==> src/rtl/pattern_pkg.sv <==
// Shared constants and FSM state type for the HOMEWORK pattern sender and its matching detector.
package pattern_pkg;

    localparam int                     WORD_LEN  = 8;
    localparam logic [8*WORD_LEN-1:0]  WORD      = "HOMEWORK";
    localparam logic [7:0]             IDLE_CHAR = 8'h20;
    localparam logic [2:0]             LAST_IDX  = 3'(WORD_LEN - 1);

    typedef enum logic [1:0] {
        ST_IDLE   = 2'd0,
        ST_SEND   = 2'd1,
        ST_GAP    = 2'd2,
        ST_FINISH = 2'd3
    } state_t;

endpackage

==> src/rtl/pattern_rom.sv <==
// Combinational lookup of one character of WORD from a 3-bit index (index 0 = first character).
module pattern_rom
    import pattern_pkg::*;
(
    input  logic [2:0] index_i,
    output logic [7:0] char_o
);

    always_comb begin
        char_o = IDLE_CHAR;
        for (int i = 0; i < WORD_LEN; i++) begin
            if (index_i == 3'(i)) begin
                char_o = WORD[8*(WORD_LEN-1-i) +: 8];
            end
        end
    end

endmodule

==> src/rtl/word_pattern_sender.sv <==
// Sends WORD one registered character per cycle, with receiver stall and optional stall timeout.
// Define SENDER_LOOP_EN to repeat the word with GAP_CYCLES idle cycles between repetitions.
//
// state  | meaning
// IDLE   | waiting for start, idle character on the output
// SEND   | presenting WORD[index] (or idle char while hold stalls)
// GAP    | idle cycles between repetitions (loop build only)
// FINISH | one-cycle done pulse after the last character
module word_pattern_sender
    import pattern_pkg::*;
#(
    parameter int GAP_CYCLES  = 2,
    parameter int STALL_LIMIT = 0
) (
    input  logic       clk,
    input  logic       rst,
    input  logic       start,
    input  logic       hold,
    output logic [7:0] letter,
    output logic       letter_valid,
    output logic       busy,
    output logic       done,
    output logic       aborted
);

    localparam bit         STALL_EN  = (STALL_LIMIT != 0);
    localparam logic [7:0] STALL_LIM = 8'(STALL_LIMIT);

    state_t     state_q, state_d;
    logic [2:0] index_q, index_d;
    logic [7:0] stall_q, stall_d;
    logic [7:0] letter_q, letter_d;
    logic       valid_q, valid_d;
    logic       done_q, done_d;
    logic       aborted_q, aborted_d;

    logic [7:0] stall_inc;
    logic [2:0] rom_idx;
    logic [7:0] rom_char;

    // index_q is the position currently on the output, so the lookup is for the one after it.
    assign rom_idx   = (state_q == ST_SEND) ? index_q + 3'd1 : 3'd0;
    assign stall_inc = stall_q + 8'd1;

    pattern_rom u_rom (
        .index_i (rom_idx),
        .char_o  (rom_char)
    );

`ifdef SENDER_LOOP_EN
    localparam logic [3:0] GAP_LOAD = 4'(GAP_CYCLES - 1);

    logic [3:0] gap_q, gap_d;
    logic       stop_q, stop_d;

    always_ff @(posedge clk or negedge rst) begin
        if (!rst) begin
            gap_q  <= '0;
            stop_q <= 1'b0;
        end else begin
            gap_q  <= gap_d;
            stop_q <= stop_d;
        end
    end
`else
    logic unused_gap_cfg;
    assign unused_gap_cfg = (GAP_CYCLES != 0);
`endif

    always_comb begin
        state_d   = state_q;
        index_d   = index_q;
        stall_d   = stall_q;
        letter_d  = IDLE_CHAR;
        valid_d   = 1'b0;
        done_d    = 1'b0;
        aborted_d = 1'b0;
`ifdef SENDER_LOOP_EN
        gap_d     = gap_q;
        stop_d    = stop_q;
`endif
        case (state_q)
            ST_IDLE: begin
                stall_d = '0;
`ifdef SENDER_LOOP_EN
                stop_d  = 1'b0;
`endif
                if (start) begin
                    state_d  = ST_SEND;
                    index_d  = '0;
                    letter_d = rom_char;
                    valid_d  = 1'b1;
                end
            end
            ST_SEND: begin
                if (hold) begin
                    if (STALL_EN && (stall_inc == STALL_LIM)) begin
                        state_d   = ST_IDLE;
                        stall_d   = '0;
                        aborted_d = 1'b1;
                    end else if (stall_q != 8'hFF) begin
                        stall_d = stall_inc;
                    end
                end else begin
                    stall_d = '0;
                    if (index_q == LAST_IDX) begin
                        state_d = ST_FINISH;
                        done_d  = 1'b1;
                    end else begin
                        index_d  = index_q + 3'd1;
                        letter_d = rom_char;
                        valid_d  = 1'b1;
                    end
                end
            end
            ST_FINISH: begin
`ifdef SENDER_LOOP_EN
                if (stop_q) begin
                    state_d = ST_IDLE;
                    stop_d  = 1'b0;
                end else begin
                    state_d = ST_GAP;
                    gap_d   = GAP_LOAD;
                end
`else
                state_d = ST_IDLE;
`endif
            end
            ST_GAP: begin
`ifdef SENDER_LOOP_EN
                if (start) begin
                    stop_d = 1'b1;
                end
                if (gap_q == 4'd0) begin
                    state_d  = ST_SEND;
                    index_d  = '0;
                    stall_d  = '0;
                    letter_d = rom_char;
                    valid_d  = 1'b1;
                end else begin
                    gap_d = gap_q - 4'd1;
                end
`else
                state_d = ST_IDLE;
`endif
            end
            default: state_d = ST_IDLE;
        endcase
    end

    always_ff @(posedge clk or negedge rst) begin
        if (!rst) begin
            state_q   <= ST_IDLE;
            index_q   <= '0;
            stall_q   <= '0;
            letter_q  <= IDLE_CHAR;
            valid_q   <= 1'b0;
            done_q    <= 1'b0;
            aborted_q <= 1'b0;
        end else begin
            state_q   <= state_d;
            index_q   <= index_d;
            stall_q   <= stall_d;
            letter_q  <= letter_d;
            valid_q   <= valid_d;
            done_q    <= done_d;
            aborted_q <= aborted_d;
        end
    end

    assign letter       = letter_q;
    assign letter_valid = valid_q;
    assign busy         = (state_q == ST_SEND) || (state_q == ST_GAP);
    assign done         = done_q;
    assign aborted      = aborted_q;

endmodule

==> config.mk <==
export PLATFORM = sky130hd
export DESIGN_NAME = word_pattern_sender
export DESIGN_NICKNAME = d
export VERILOG_FILES = /design/src/rtl/pattern_pkg.sv /design/src/rtl/pattern_rom.sv /design/src/rtl/word_pattern_sender.sv
export SDC_FILE = /design/constraint.sdc
export NUM_CORES = 1
export LEC_CHECK = 0
export ABC_AREA = 0
export CORE_MARGIN = 2
export CORE_UTILIZATION = 51
export DETAILED_ROUTE_END_ITERATION = 7
export PLACE_DENSITY = 0.83
export SYNTH_ARGS = -nofsm -noshare
export SYNTH_HDL_FRONTEND = slang
export SYNTH_SLANG_ARGS = --single-unit
==> constraint.sdc <==
create_clock -name clk -period 3.7 [get_ports clk]
set_input_delay 0.37 -clock clk [delete_from_list [all_inputs] [get_ports clk]]
set_output_delay 0.37 -clock clk [all_outputs]
set_load 0.02 [all_outputs]
==> run_results.csv, run 1 <==
group,metric,value,unit
status,status,"finished clean",
critical_path,worstPathMaxFanout,4,
hold_path,holdCritPathClass,"primary input to async pin",
power,p_comb_share,56.7,%
synth,yosysTopAreaCellShare,45.8,%
critical_path,crit_family,"buffers and inverters",
drt,ant_nets,0,
synth,syn-instance-count,58,
synth,synthFlopType,"dfrtp_1",
critical_path,worstPathArrival,1.63,ns
grt,grt_pass1_vias,425,
synth,synthTopCellsByArea,"dfrtp_1, ha_1, mux2_4, dfstp_2, buf_4",
finish,num_antenna_cells,0,
finish,finalNetCount,83,
drt,routed_wl,1130,um
power,power_frac_seq,31.8,%
sta,fmax,500,MHz
grt,grt_pass1_wl,1930,um
synth,syn_area,711,um2
clock_network,clk_path_buf_depth,2,
drt,drt-vias-per-instance,5.34,
clock_network,clockRootBuffer,"clkbuf_4",
place,routabilityCongestion,0.791,
finish,fill_cells,100,
run,maxCapViolCount,0,
critical_path,path_buf_inv,2,
drt,vias,465,
grt,overflow,0,
sta,period_needed,2.00,ns
synth,synth_seq_cells,14,
synth,async_reset_ff_share,100,%
grt,grt_max_degree,15,
clock_network,cts_resized,0,
grt,grt_util_all_layers,18.1,%
sta,worst_pin_slew,0.596,ns
synth,synth-edff-count,0,
clock_network,htreeDepth,1,
finish,multiInputGateArea,324,um2
critical_path,critical_path_class,"flip-flop to primary output",
clock_network,cts_tree,"yes",
grt,antenna_found_initial,0,
clock_network,clk_latency,0.28,ns
finish,drive_above_1_share,18.1,%
power,powerDensity,891,nW/um2
sta,slew_headroom,60.2,%
sta,setup_tns,0,ns
finish,fin_util,66.3,%
critical_path,path_cells,"inv_1 -> ha_1 -> clkdlybuf4s50_1",
power,p_int,0.466,mW
power,p_clk_share,11.5,%
finish,areaGrowthSynthToFinish,21.3,%
sta,hold_slack,0.460,ns
clock_network,cts_made_buffers,3,
synth,synth_area_per_cell,12.3,um2
sta,rsz0062_at_grt,"false",
floorplanning,start_util,54.6,%
sta,timing.final.crit_share,54.1,%
sta,setup_viol,0,
floorplanning,dieArea,1710,um2
sta,final_hold_viol_count,0,
critical_path,slowest_delay,0.59,ns
synth,synth_cell_types,28,
clock_network,clock_sinks,14,
power,p_leak,0.408,nW
drt,drt_iter0_markers,9,
sta,finalClockSkew,0.00381,ns
critical_path,start_kind,"flip-flop",
synth,yosysTopAreaCell,"dfrtp_1",
sta,drv_slew,0,
clock_network,postCtsSetupRepairBufs,0,
critical_path,cp_slowest_cell,"clkdlybuf4s50_1",
sta,fin_ws,1.70,ns
floorplanning,io_pins,16,
place,dpl.cell_count,83,
floorplanning,die_y,41.3,um
clock_network,cts_hold_buf,0,
synth,yosysMostFrequentCell,"dfrtp_1",
drt,wl_per_cell,12.9,um
critical_path,crit_required,3.33,ns
synth,yosys_warnings,0,
floorplanning,die_w,41.3,um
critical_path,endpoint_kind,"primary output",
place,io_buffers,13,
drt,drc_errors,0,
place,dpl_worst_slack,1.98,ns
synth,ys_seq_area_share,49.5,%
clock_network,cts.clk_slew.worst_paths,0.08,ns
finish,final-seq-area,352,um2
drt,dr.pass1.iters,3,
power,ir_drop,0.000511,V
floorplanning,rows,13,
floorplanning,core,1300,um2
finish,final_cells,87,
power,p_switching,0.302,mW
power,switching_share,39.3,%
synth,synth_common_cells,"dfrtp_1, ha_1, nor2_1",
[placed cells by master (no fill, tap or decap)]
master and instances:
a211oi_2 1, a21bo_2 2, a21oi_1 2, a21oi_2 1, a22o_1 2, and2b_4 1, and4_1 1, clkbuf_1 1
clkbuf_4 3, clkdlybuf4s50_1 13, conb_1 2, dfrtp_1 13, dfstp_2 1, ha_1 6, inv_1 3, mux2_4 2
nand2_1 1, nand2b_1 1, nand2b_2 1, nand4_1 2, nor2_1 4, nor3b_1 2, o211a_1 1, o211ai_2 1
o21a_1 1, o21ai_1 1, o2bb2ai_1 1, o32a_1 1, xnor2_1 1
[path summary, 6_finish.rpt]
check	start	endpoint	slack, ns	depth (start not counted)
min	rst	state_q[0]$_DFFE_PN0P_	0.46	1
min in group clk	index_q[1]$_DFFE_PN0P_	index_q[1]$_DFFE_PN0P_	0.50	1
min reg2reg	index_q[1]$_DFFE_PN0P_	index_q[1]$_DFFE_PN0P_	0.50	1
max	state_q[0]$_DFFE_PN0P_	busy	1.70	3
max in group asynchronous	rst	letter[4]$_DFF_PN0_	2.85	1
max reg2reg	index_q[0]$_DFFE_PN0P_	letter[3]$_DFF_PN0_	1.98	5
[routing by layer]
metal | wire length [um] | global-route usage [%] | vias up | share of wire, %
li1 | - | - | 231 | -
met1 | 538 | 24.0 | 219 | 48
met2 | 519 | 27.0 | 11 | 46
met3 | 38 | 4.79 | 4 | 3.4
met4 | 29 | 9.68 | 0 | 2.6
met5 | 0 | 0 | - | 0
[area by class of cell]
type                            instances  area share, %
Timing Repair Buffer                   13           15.1
Sequential cell                        14           40.8
Inverter                                3           1.31
Tap cell                               15           2.18
Clock buffer                            4           3.05
Multi-Input combinational cell         38           37.6
[metrics by stage]
step / total power [mW] / cell area [um2]
floorplan: 0.554 / 714
global placement: 0.665 / 836
detailed placement: 0.683 / 836
CTS: 0.773 / 862
global route: 0.828 / 862
finish: 0.768 / 862
[sequential cells by signal, indices dropped and copies added (netlist names)]
| register | flops |
|---|---|
| done | 1 |
| letter | 7 |
| state_q | 2 |
| index_q | 3 |
| letter_valid | 1 |
[cell families (layout without fill, tap and decap cells)]
kind of cell | Yosys count | in the layout | synth area share (%)
buf+inv | 7 | 20 | 5.46
xor+xnor | 1 | 1 | 1.23
other cells | 1 | 2 | 0.528
compound gates | 14 | 14 | 17.3
fa+ha+maj | 6 | 6 | 10.6
simple gates | 13 | 13 | 11.3
mux | 2 | 2 | 4.23
flops | 14 | 14 | 49.5
[power by group through the flow]
stage | clock network (mW) | logic [mW] | registers [mW]
3_5_place_dp | 0 | 0.436 | 0.247
4_1_cts | 0.0925 | 0.437 | 0.243
5_1_grt | 0.0975 | 0.478 | 0.252
3_3_place_gp | 0 | 0.421 | 0.244
6_report | 0.0887 | 0.435 | 0.244
2_1_floorplan | 0 | 0.265 | 0.289
No activity file was read; power rests on OpenSTA's default activity.
==> run 2: changes to the inputs <==
Settings changed: CORE_ASPECT_RATIO from default to 0.9, CORE_UTILIZATION 51 to 47, PLACE_DENSITY 0.83 to 0.77.
Clock period 3.7 ns to 2.1 ns, I/O delays scaled along.
==> run_results.csv, run 2 (same netlist as run 1, synthesis figures left out) <==
group,metric,value,unit
drt,wl_per_cell,12.4,um
sta,slew_headroom,61.1,%
finish,finalNetCount,83,
clock_network,clk_path_buf_depth,2,
floorplanning,rows,13,
sta,fin_ws,0.269,ns
clock_network,cts_made_buffers,3,
grt,grt_max_degree,15,
critical_path,endpoint_kind,"primary output",
grt,grt_util_all_layers,14.8,%
critical_path,crit_required,1.89,ns
clock_network,clk_latency,0.27,ns
grt,overflow,0,
place,io_buffers,13,
power,p_leak,0.414,nW
floorplanning,io_pins,16,
clock_network,cts_hold_buf,0,
grt,grt_pass1_wl,1790,um
drt,dr.pass1.iters,4,
clock_network,cts.clk_slew.worst_paths,0.09,ns
critical_path,reg2reg_slack,0.39,ns
floorplanning,core,1430,um2
grt,grt_use_met2,21.1,%
finish,largest_register_ffs,7,
finish,num_antenna_cells,0,
sta,fmax,546,MHz
sta,setup_tns,0,ns
grt,use_met1,20.2,%
critical_path,worstPathMaxFanout,4,
grt,grt_pass1_vias,392,
grt,use_met3,3.96,%
clock_network,cts_resized,0,
clock_network,cts_tree,"yes",
status,status,"finished clean",
sta,period_needed,1.83,ns
drt,drc_errors,0,
critical_path,critical_path_class,"flip-flop to primary output",
clock_network,clockRootBuffer,"clkbuf_4",
sta,drv_slew,0,
sta,worst_pin_slew,0.582,ns
run,maxCapViolCount,0,
sta,rsz0062_at_grt,"false",
sta,final_hold_viol_count,0,
place,dpl_worst_slack,0.427,ns
hold_path,holdCritPathClass,"primary input to async pin",
finish,areaGrowthSynthToFinish,22.7,%
floorplanning,die_w,45.0,um
clock_network,clock_sinks,14,
grt,grt.busiest_layer,"met2",
drt,routed_wl,1080,um
critical_path,start_kind,"flip-flop",
sta,finalClockSkew,0.00869,ns
floorplanning,die_y,40.9,um
power,ir_drop,0.000778,V
finish,drive_above_1_share,19.4,%
drt,ant_nets,0,
floorplanning,dieArea,1840,um2
floorplanning,start_util,49.7,%
grt,antenna_found_initial,0,
drt,drt-vias-per-instance,5.41,
finish,fin_util,60.9,%
sta,timing.final.crit_share,87.2,%
critical_path,r2r-start,"index_q[0]$_DFFE_PN0P_",
finish,layout_common_cells,"dfrtp_1, clkdlybuf4s50_1, ha_1",
critical_path,worstPathArrival,1.62,ns
place,hpwl,801,um
power,powerDensity,1590,nW/um2
critical_path,startpoint,"state_q[0]$_DFFE_PN0P_",
place,routabilityCongestion,0.774,
clock_network,postCtsSetupRepairBufs,0,
drt,vias,471,
sta,setup_viol,0,
drt,drt_iter0_markers,13,
clock_network,htreeDepth,1,
run 2: critical path, stage by stage (launching register included):
cell and delay, ns:
dfrtp_1 0.40, inv_1 0.08, ha_1 0.28, clkdlybuf4s50_1 0.59
run 2: metrics by stage:
stage                     area (um2)  std cells  power [mW]  hold slack [ns]
after floorplan                  714         59       0.977          -0.0856
after global placement           836         83        1.18            0.479
after detailed placement         836         83        1.20            0.485
after CTS                        872         87        1.39            0.330
after global routing             872         87        1.49            0.339
final                            872         87        1.38            0.299
run 2: routing by layer:
| metal | share of wire (%) | wire length (um) |
|---|---|---|
| met2 | 48 | 519 |
| met3 | 4.9 | 53 |
| met5 | 0 | 0 |
| met1 | 46 | 494 |
| met4 | 0.84 | 9 |
run 2: where the power goes:
| part | switching (mW) | internal, mW |
|---|---|---|
| sequential | 0.0540 | 0.377 |
| clock | 0.0819 | 0.105 |
| combinational | 0.393 | 0.371 |
| total | 0.529 | 0.854 |
run 2: area by class of cell:
| cell class | count | area (um2) |
|---|---|---|
| multi-input combinational | 38 | 324 |
| timing repair buffer | 13 | 130 |
| fill | 115 | 559 |
| clock buffer | 4 | 36.3 |
| inverter | 3 | 11.3 |
| tap | 15 | 18.8 |
| sequential | 14 | 352 |
run 2: final timing paths:
kind	cells past startpoint	endpoint
worst min register to register	1	index_q[1]$_DFFE_PN0P_
worst max register to register	5	index_q[0]$_DFFE_PN0P_
worst max-delay path	3	busy
max in group asynchronous	1	letter[6]$_DFF_PN0_
min in group clk	1	index_q[1]$_DFFE_PN0P_
worst min-delay path	1	index_q[1]$_DFFE_PN0P_
==> run 3: changes to the inputs <==
Settings changed: CORE_MARGIN 2 to 3.
==> run_results.csv, run 3 (same netlist as run 1, synthesis figures left out) <==
group,metric,value,unit
sta,fin_ws,0.250,ns
sta,hold_slack,0.310,ns
place,routabilityCongestion,0.794,
floorplanning,core,1320,um2
drt,drc_errors,0,
clock_network,cts.clk_slew.worst_paths,0.09,ns
sta,setup_tns,0,ns
floorplanning,dieArea,2020,um2
finish,final_cells,86,
drt,wl_per_cell,14.6,um
critical_path,start_kind,"flip-flop",
power,ir_drop,0.000846,V
sta,period_needed,1.85,ns
hold_path,holdCritPathClass,"primary input to async pin",
drt,ant_nets,0,
power,p_switching,0.543,mW
power,p_clk_share,13.8,%
floorplanning,die_y,42.9,um
clock_network,cts_hold_buf,0,
grt,antenna_found_initial,0,
clock_network,clk_path_buf_depth,2,
floorplanning,io_pins,16,
clock_network,clk_latency,0.28,ns
critical_path,critical_path_class,"flip-flop to primary output",
finish,finalNetCount,83,
finish,num_antenna_cells,0,
clock_network,cts_resized,0,
clock_network,cts_tree,"yes",
power,p_comb_share,55.4,%
status,status,"finished clean",
grt,grt_util_all_layers,15.6,%
critical_path,crit_required,1.89,ns
sta,setup_viol,0,
grt,grt_max_degree,15,
power,switching_share,38.9,%
finish,largest_register_ffs,7,
place,io_buffers,13,
drt,vias,471,
finish,areaGrowthSynthToFinish,22.5,%
drt,drt-vias-per-instance,5.48,
critical_path,r2r_cells,5,
sta,drv_slew,0,
sta,finalClockSkew,0.00214,ns
power,p_leak,0.414,nW
finish,drive_above_1_share,19.4,%
clock_network,clock_sinks,14,
grt,grt_pass1_vias,498,
sta,timing.final.crit_share,88.1,%
drt,drt_iter0_markers,12,
floorplanning,start_util,53.8,%
drt,routed_wl,1250,um
clock_network,clockRootBuffer,"clkbuf_4",
grt,overflow,0,
place,hpwl,899,um
power,p_int,0.854,mW
sta,worst_pin_slew,0.612,ns
clock_network,htreeDepth,1,
grt,grt_pass1_wl,2260,um
place,dpl_worst_slack,0.408,ns
drt,dr.pass1.iters,4,
clock_network,cts_made_buffers,3,
floorplanning,rows,12,
run,maxCapViolCount,0,
power,powerDensity,1600,nW/um2
finish,fill_cells,108,
sta,final_hold_viol_count,0,
critical_path,worstPathArrival,1.64,ns
sta,rsz0062_at_grt,"false",
finish,layout_common_cells,"dfrtp_1, clkdlybuf4s50_1, ha_1",
sta,slew_headroom,59.1,%
power,p_total,1.40,mW
critical_path,worstPathMaxFanout,4,
place,dpl.cell_count,82,
power,power_frac_seq,30.8,%
floorplanning,die_w,47.0,um
sta,fmax,541,MHz
clock_network,postCtsSetupRepairBufs,0,
critical_path,endpoint_kind,"primary output",
-- run 3: cell counts in the layout (fill, tap and decap cells not counted) --
No cell type changed its count.
-- run 3: stage by stage --
| step | utilization (%) | cell area, um2 |
|---|---|---|
| CTS | 65.9 | 871 |
| global placement | 63.2 | 835 |
| global route | 65.9 | 871 |
| finish | 65.9 | 871 |
| detailed placement | 63.2 | 835 |
| floorplan | - | 714 |
-- run 3: layout make-up --
class | count | area (um2) | area share [%]
sequential | 14 | 352 | 40.4
tap | 14 | 17.5 | 2.01
clock buffer | 4 | 36.3 | 4.17
multi-input combinational | 38 | 324 | 37.2
timing repair buffer | 13 | 130 | 14.9
inverter | 3 | 11.3 | 1.29
-- run 3: worst paths after layout --
check | end | start | slack, ns
max reg2reg | index_q[0]$_DFFE_PN0P_ | state_q[1]$_DFFE_PN0P_ | 0.36
max | busy | state_q[0]$_DFFE_PN0P_ | 0.25
max in group asynchronous | letter[2]$_DFF_PN0_ | rst | 1.40
min reg2reg | index_q[1]$_DFFE_PN0P_ | index_q[1]$_DFFE_PN0P_ | 0.51
min in group clk | index_q[1]$_DFFE_PN0P_ | index_q[1]$_DFFE_PN0P_ | 0.51
min | state_q[1]$_DFFE_PN0P_ | rst | 0.31
-- run 3: power by group through the flow --
stage               Clock (mW)  Sequential [mW]  Combinational, mW
floorplan                    0            0.509              0.468
finish                   0.193            0.430              0.773
global placement             0            0.432              0.749
global route             0.211            0.444              0.853
CTS                      0.198            0.430              0.781
detailed placement           0            0.437              0.771
-- run 3: layer usage --
metal  vias to the layer above  wire (um)  GRT usage, %
li1                        228          -             -
met1                       226        557          21.1
met2                        17        603          23.3
met3                         0         91          4.66
met4                         0          0          4.97
met5                         -          0             0
-- run 3: worst max-delay path, cell delays in order (launching register included) --
cell	delay, ns
dfrtp_1	0.41
inv_1	0.08
ha_1	0.28
clkdlybuf4s50_1	0.60
